File: src/rtl/qsys_to_fifo.sv
// qsys_to_fifo: Avalon-MM slave that pushes CPU writes into a FIFO drained by a stream-side pop port.
// Ports: avalon_clk/avalon_reset_n (async active-low); avs_s0_* Avalon-MM slave (addr 0 CTRL/STAT,
// 1 DATA push, 2 THRESH, 3 OVF) with 1-cycle registered readdata and level interrupt;
// fifo_rdreq/fifo_q/fifo_empty/fifo_full/fifo_usedw stream side (non-show-ahead).
// Optional macro QSYS_TO_FIFO_OVF_EN adds a sticky overflow flag at addr 3 feeding the interrupt.
module qsys_to_fifo #(
  parameter int FIFO_SIZE  = 256,
  parameter int FIFO_WIDTH = 16,
  localparam int CW = $clog2(FIFO_SIZE) + 1
) (
  input  logic                  avalon_clk,
  input  logic                  avalon_reset_n,
  input  logic                  avs_s0_write,
  input  logic                  avs_s0_read,
  input  logic [1:0]            avs_s0_address,
  input  logic [31:0]           avs_s0_writedata,
  output logic [31:0]           avs_s0_readdata,
  output logic                  avs_s0_interrupt,
  input  logic                  fifo_rdreq,
  output logic [FIFO_WIDTH-1:0] fifo_q,
  output logic                  fifo_empty,
  output logic                  fifo_full,
  output logic [CW-1:0]         fifo_usedw
);
  localparam int AW = CW - 1;
  logic [FIFO_WIDTH-1:0] mem_q [FIFO_SIZE];
  logic [AW-1:0] wptr_q, wptr_d, rptr_q, rptr_d;
  logic [CW-1:0] count_q, count_d, thresh_q, thresh_d;
  logic irq_en_q, irq_en_d, irq_q, irq_d, ovf_bit;
  logic [31:0] rdata_q, rdata_d;
  logic [FIFO_WIDTH-1:0] q_q, q_d;
  logic wr_ctrl, wr_data, wr_thr, flush, push, pop;
  assign wr_ctrl    = avs_s0_write && avs_s0_address == 2'd0;
  assign wr_data    = avs_s0_write && avs_s0_address == 2'd1;
  assign wr_thr     = avs_s0_write && avs_s0_address == 2'd2;
  assign fifo_empty = count_q == '0;
  assign fifo_full  = count_q == CW'(FIFO_SIZE);
  assign flush      = wr_ctrl && avs_s0_writedata[1];
  // Push is judged on the pre-edge full flag, so a concurrent pop never frees room for it.
  assign push       = wr_data && !fifo_full;
  assign pop        = fifo_rdreq && !fifo_empty;
`ifdef QSYS_TO_FIFO_OVF_EN
  logic ovf_q, ovf_d;
  assign ovf_bit = ovf_q;
  // A drop in the same cycle as a clear leaves the flag set.
  assign ovf_d   = (wr_data && fifo_full) ||
                   (ovf_q && !(avs_s0_write && avs_s0_address == 2'd3 && avs_s0_writedata[0]));
  always_ff @(posedge avalon_clk or negedge avalon_reset_n)
    if (!avalon_reset_n) ovf_q <= 1'b0;
    else ovf_q <= ovf_d;
`else
  assign ovf_bit = 1'b0;
`endif
  always_comb begin
    count_d  = flush ? '0 : count_q + CW'(push) - CW'(pop);
    wptr_d   = flush ? '0 : wptr_q + AW'(push);
    rptr_d   = flush ? '0 : rptr_q + AW'(pop);
    q_d      = (pop && !flush) ? mem_q[rptr_q] : q_q;
    irq_en_d = wr_ctrl ? avs_s0_writedata[0] : irq_en_q;
    thresh_d = wr_thr ? avs_s0_writedata[CW-1:0] : thresh_q;
    irq_d    = irq_en_q && (count_q <= thresh_q || ovf_bit);
    rdata_d  = !avs_s0_read ? rdata_q :
               avs_s0_address == 2'd0 ? 32'({count_q, fifo_full, fifo_empty, irq_en_q}) :
               avs_s0_address == 2'd2 ? 32'(thresh_q) :
               avs_s0_address == 2'd3 ? {31'b0, ovf_bit} : 32'b0;
  end
  always_ff @(posedge avalon_clk)
    if (push) mem_q[wptr_q] <= avs_s0_writedata[FIFO_WIDTH-1:0];
  always_ff @(posedge avalon_clk or negedge avalon_reset_n)
    if (!avalon_reset_n) begin
      count_q  <= '0;
      wptr_q   <= '0;
      rptr_q   <= '0;
      q_q      <= '0;
      irq_en_q <= 1'b0;
      thresh_q <= '0;
      irq_q    <= 1'b0;
      rdata_q  <= '0;
    end else begin
      count_q  <= count_d;
      wptr_q   <= wptr_d;
      rptr_q   <= rptr_d;
      q_q      <= q_d;
      irq_en_q <= irq_en_d;
      thresh_q <= thresh_d;
      irq_q    <= irq_d;
      rdata_q  <= rdata_d;
    end
  assign avs_s0_readdata  = rdata_q;
  assign avs_s0_interrupt = irq_q;
  assign fifo_q           = q_q;
  assign fifo_usedw       = count_q;
endmodule
File: config.mk
export PLATFORM = sky130hd
export DESIGN_NAME = qsys_to_fifo
export DESIGN_NICKNAME = d
export VERILOG_FILES = /design/src/rtl/qsys_to_fifo.sv
export SDC_FILE = /design/constraint.sdc
export NUM_CORES = 2
export LEC_CHECK = 0
export CAP_MARGIN = 40
export CORE_ASPECT_RATIO = 1.25
export CORE_UTILIZATION = 51
export DETAILED_ROUTE_END_ITERATION = 10
export PLACE_DENSITY = 0.66
export SYNTH_ARGS = -nofsm -noshare
export SYNTH_HDL_FRONTEND = slang
export SYNTH_SLANG_ARGS = --single-unit
File: constraint.sdc
create_clock -name avalon_clk -period 5.5 [get_ports avalon_clk]
set_input_delay 1.375 -clock avalon_clk [delete_from_list [all_inputs] [get_ports avalon_clk]]
set_output_delay 1.375 -clock avalon_clk [all_outputs]
set_load 0.01 [all_outputs]
==> results.rst <==
.. list-table::
   :header-rows: 1

   * - Metric
     - Value
   * - Via density
     - 6.528
   * - Drc violations
     - 0
   * - Max VDD drop
     - 394.8 uV
   * - Top library cells by usage in the layout, fill and taps aside
     - 4,096 x edfxtp_1, 742 x mux4_2, 686 x mux2i_1
   * - Final Instance Area
     - 183,000 sq um
   * - Crit path max fanout
     - 5
   * - CP Cell Sequence
     - inv_1, ha_1, or3b_2, nor3_1, clkdlybuf4s50_1
   * - Maximum single-stage delay on the critical path
     - between 0.6 and 0.7 ns
   * - Worst setup EP type
     - primary output
   * - Critical Path Source Type
     - flip-flop
   * - Setup ws final
     - 0.9005 ns
   * - Detailed Routing Iterations Pass 1
     - 5
   * - Max-slew violation count
     - 0
   * - Buffers added on ports
     - between 60 and 70
   * - Final standard cell utilization of the core
     - 57.82%
   * - Mean cell area of the mapped netlist
     - 20.66 sq um
   * - FFs w/ async S/R, synth
     - 1.538%
   * - Area enclosed by the die boundary
     - 320,300 sq um
   * - Post-placement worst setup slack
     - 0.5736 ns
   * - Number of setup violations in the final report
     - 0
   * - Source-to-sink clock delay at the later pin of the worst-skew pair
     - 0.95 ns
   * - Count of state elements after synthesis
     - 4,160
   * - Initial cell density of the core
     - 51.25%
   * - RSZ-0062 raised after global routing
     - false
   * - Type of the worst setup path
     - reg -> out
   * - Result of the run
     - finished clean
   * - Req. time, crit path
     - 4.12 ns
   * - Via count of the first global-routing pass
     - 83,253
   * - Post-Syn Area
     - between 150,000 and 200,000 sq um
   * - Post-synth EDFFs
     - just over 4,000
   * - Commonest non-fill, non-tap cell in the layout
     - edfxtp_1
   * - Count of cell types in the netlist
     - 85
   * - Violation count after the first detailed-routing iteration
     - approximately 12,000
   * - Net count reported at finish
     - between 8,000 and 9,000
   * - Clock tree from TritonCTS
     - built
   * - Flip-flop and latch area
     - 124,600 sq um
   * - Remaining max-slew budget at the tightest pin
     - about 23%
   * - First-pass GRT wire length
     - 634,300 um
   * - Residual antenna-violating net count after detailed routing
     - 0
   * - Placed Cells incl. Taps
     - between 10,000 and 15,000
   * - Sink count of the clock tree
     - 4,160
   * - Antenna violations before repair
     - 22
   * - Aggregate routed wire length
     - 452,500 um
   * - IO Pins
     - 99
   * - Final Power
     - between 80 and 90 mW
   * - Via count
     - 84,671
   * - Part of the cycle the worst path needs
     - 83.63%
   * - Worst slack on hold paths
     - 0.4109 ns
   * - Row count
     - 231
   * - Power density of the placed cells
     - about 470 nW/um^2
   * - Total negative setup slack
     - 0 ns
   * - Class of the worst hold path
     - in -> async
   * - Non-Filler Instances
     - 12,971
   * - Die H
     - about 630 um
   * - Number of hold violations in the final report
     - 0
   * - Placed wire-length estimate
     - 279,600 um
   * - Fmax achieved
     - 217.4 MHz
   * - Sequential fraction of the synthesis area
     - about 77%
   * - Pin count of the biggest net entering global routing
     - 176
   * - CTS H-tree depth
     - 5
   * - Aggregate global routing overflow
     - 0
   * - Total leakage power
     - 58.79 nW
   * - Fraction of final layout cells sized beyond drive strength 1
     - 23.78%
   * - Die Width
     - 506.4 um
   * - Data arrival, critical path
     - 3.22 ns
   * - CTS clk-pin slew, worst paths
     - 0.07 ns
   * - Post-Syn Instances
     - 7,852
   * - Post-cts sizing count
     - 0
   * - Last weighted congestion value of the routability-driven placer
     - ~0.9
   * - Clk root buf
     - clkbuf_16
   * - Standard cell core area
     - 316,500 sq um
   * - Final critical-path required period
     - 4.599 ns
   * - Number of setup buffers added after CTS
     - 0
   * - Max-cap violations
     - 0
   * - Slew at the pin closest to its max-slew limit
     - 1.158 ns
   * - Fill cell instance count of the final layout
     - about 23,000
   * - Post-CTS Hold Fix Bufs
     - 0
   * - Cell with the biggest individual delay on the critical path
     - clkdlybuf4s50_1
   * - WL/cell
     - approximately 35 um
   * - Placed cell areas
     - 170,700 sq um
   * - Total GRT Usage
     - 28.16%
   * - Post-synth top flop
     - edfxtp_1
   * - Post-synthesis to final-layout area growth
     - 12.82%
   * - Footprint of the multi-input gates
     - 34,510 sq um
   * - Total clock buffers created by CTS
     - 382
   * - Setup clock skew after layout
     - 0.03822 ns
   * - Yosys warning count
     - 0
   * - Max Root-Sink Buffers
     - 4
[cell usage after synthesis (11+ instances only)]
| cell | count | area [sq um] |
|---|---|---|
| nand2_1 | 173 | 649.4 |
| buf_8 | 22 | 330.3 |
| o211ai_1 | 16 | 120.1 |
| o21ai_0 | 87 | 435.4 |
| mux4_2 | 742 | 16710 |
| nor4_1 | 12 | 75.07 |
| o311ai_1 | 11 | 96.34 |
| inv_1 | 36 | 135.1 |
| mux2_2 | 20 | 225.2 |
| nand3_1 | 43 | 215.2 |
| buf_2 | 89 | 445.4 |
| and2_1 | 15 | 93.84 |
| nor2b_1 | 12 | 75.07 |
| edfxtp_1 | 4096 | 123000 |
| ha_1 | 25 | 312.8 |
| o21ai_1 | 17 | 85.08 |
| clkbuf_1 | 175 | 656.9 |
| o221ai_1 | 252 | 2207 |
| buf_1 | 30 | 112.6 |
| nor3_1 | 68 | 340.3 |
| a22oi_1 | 38 | 285.3 |
| nor2_1 | 361 | 1355 |
| xnor2_1 | 11 | 96.34 |
| dfrtp_1 | 64 | 1602 |
| o22ai_1 | 165 | 1032 |
| buf_4 | 65 | 488.0 |
| mux2i_1 | 686 | 6867 |
| a211oi_1 | 28 | 210.2 |
| a31oi_1 | 26 | 162.7 |
| a21oi_1 | 198 | 991.0 |
| buf_6 | 82 | 923.4 |
| buf_12 | 20 | 400.4 |
[flip-flops by register name, indices dropped and copies added (netlist names)]
signal and flops:
thresh_q 9, fifo_usedw 9, wptr_q 8, avs_s0_readdata 12, fifo_q 16, avs_s0_interrupt 1
rptr_q 8, irq_en_q 1, mem_q 4096
[per-layer routing]
metal | share of wire, % | vias to the layer above | track usage (%)
li1 | - | 33981 | -
met1 | 37 | 44807 | 37.73
met2 | 48 | 5016 | 45.17
met3 | 9.9 | 851 | 4.927
met4 | 5.2 | 16 | 13.17
met5 | 0.025 | - | 0
[kinds of logic after synthesis]
group	after synthesis	synth area share, %
other	1	0.002312
multiplexers	1452	14.72
AO/OA/AOI/OAI	944	4.083
XOR/XNOR	18	0.09719
AND/OR/NAND/NOR	729	1.915
buffers and inverters	522	2.162
flip-flops	4160	76.82
adder cells (fa/ha/maj)	26	0.2052
[power by group]
| group | internal (mW) | leakage (nW) | switching (mW) | total (mW) |
|---|---|---|---|---|
| clock | 14.8 | 5.97 | 11.4 | 26.2 |
| combinational | 9.89 | 15.2 | 14.9 | 24.8 |
| sequential | 35.0 | 37.6 | 0.615 | 35.6 |
[layout make-up]
cell class / instances / share of cell area (%)
Multi-Input combinational cell: 3189 / 18.86
Timing Repair Buffer: 679 / 3.389
Sequential cell: 4160 / 68.10
Clock buffer: 465 / 5.509
Clock inverter: 227 / 1.170
Antenna cell: 19 / 0.02598
Inverter: 38 / 0.08478
Tap cell: 4194 / 2.867
[critical path: cells and delay by family, from the launching register on]
family	cells	cell delay [ns]
flops	1	0.46
buf+inv	2	0.75
fa+ha+maj	1	0.16
simple gates	2	0.92
[worst paths after layout]
path,end,cells past startpoint,from,slack (ns)
setup / recovery,fifo_full,5,fifo_usedw[6]$_DFF_PN0_,0.90
hold / removal,fifo_usedw[6]$_DFF_PN0_,1,avalon_reset_n,0.41
setup reg to reg,fifo_q[8]$_DFFE_PN0P_,9,rptr_q[1]$_DFF_PN0_,0.96
hold reg to reg,avs_s0_readdata[4]$_DFFE_PN0P_,2,avs_s0_readdata[4]$_DFFE_PN0P_,0.53
max in group asynchronous,rptr_q[4]$_DFF_PN0_,2,avalon_reset_n,4.08
min in group avalon_clk,avs_s0_readdata[4]$_DFFE_PN0P_,2,avs_s0_readdata[4]$_DFFE_PN0P_,0.53
Power figures use the tool's default switching activity.
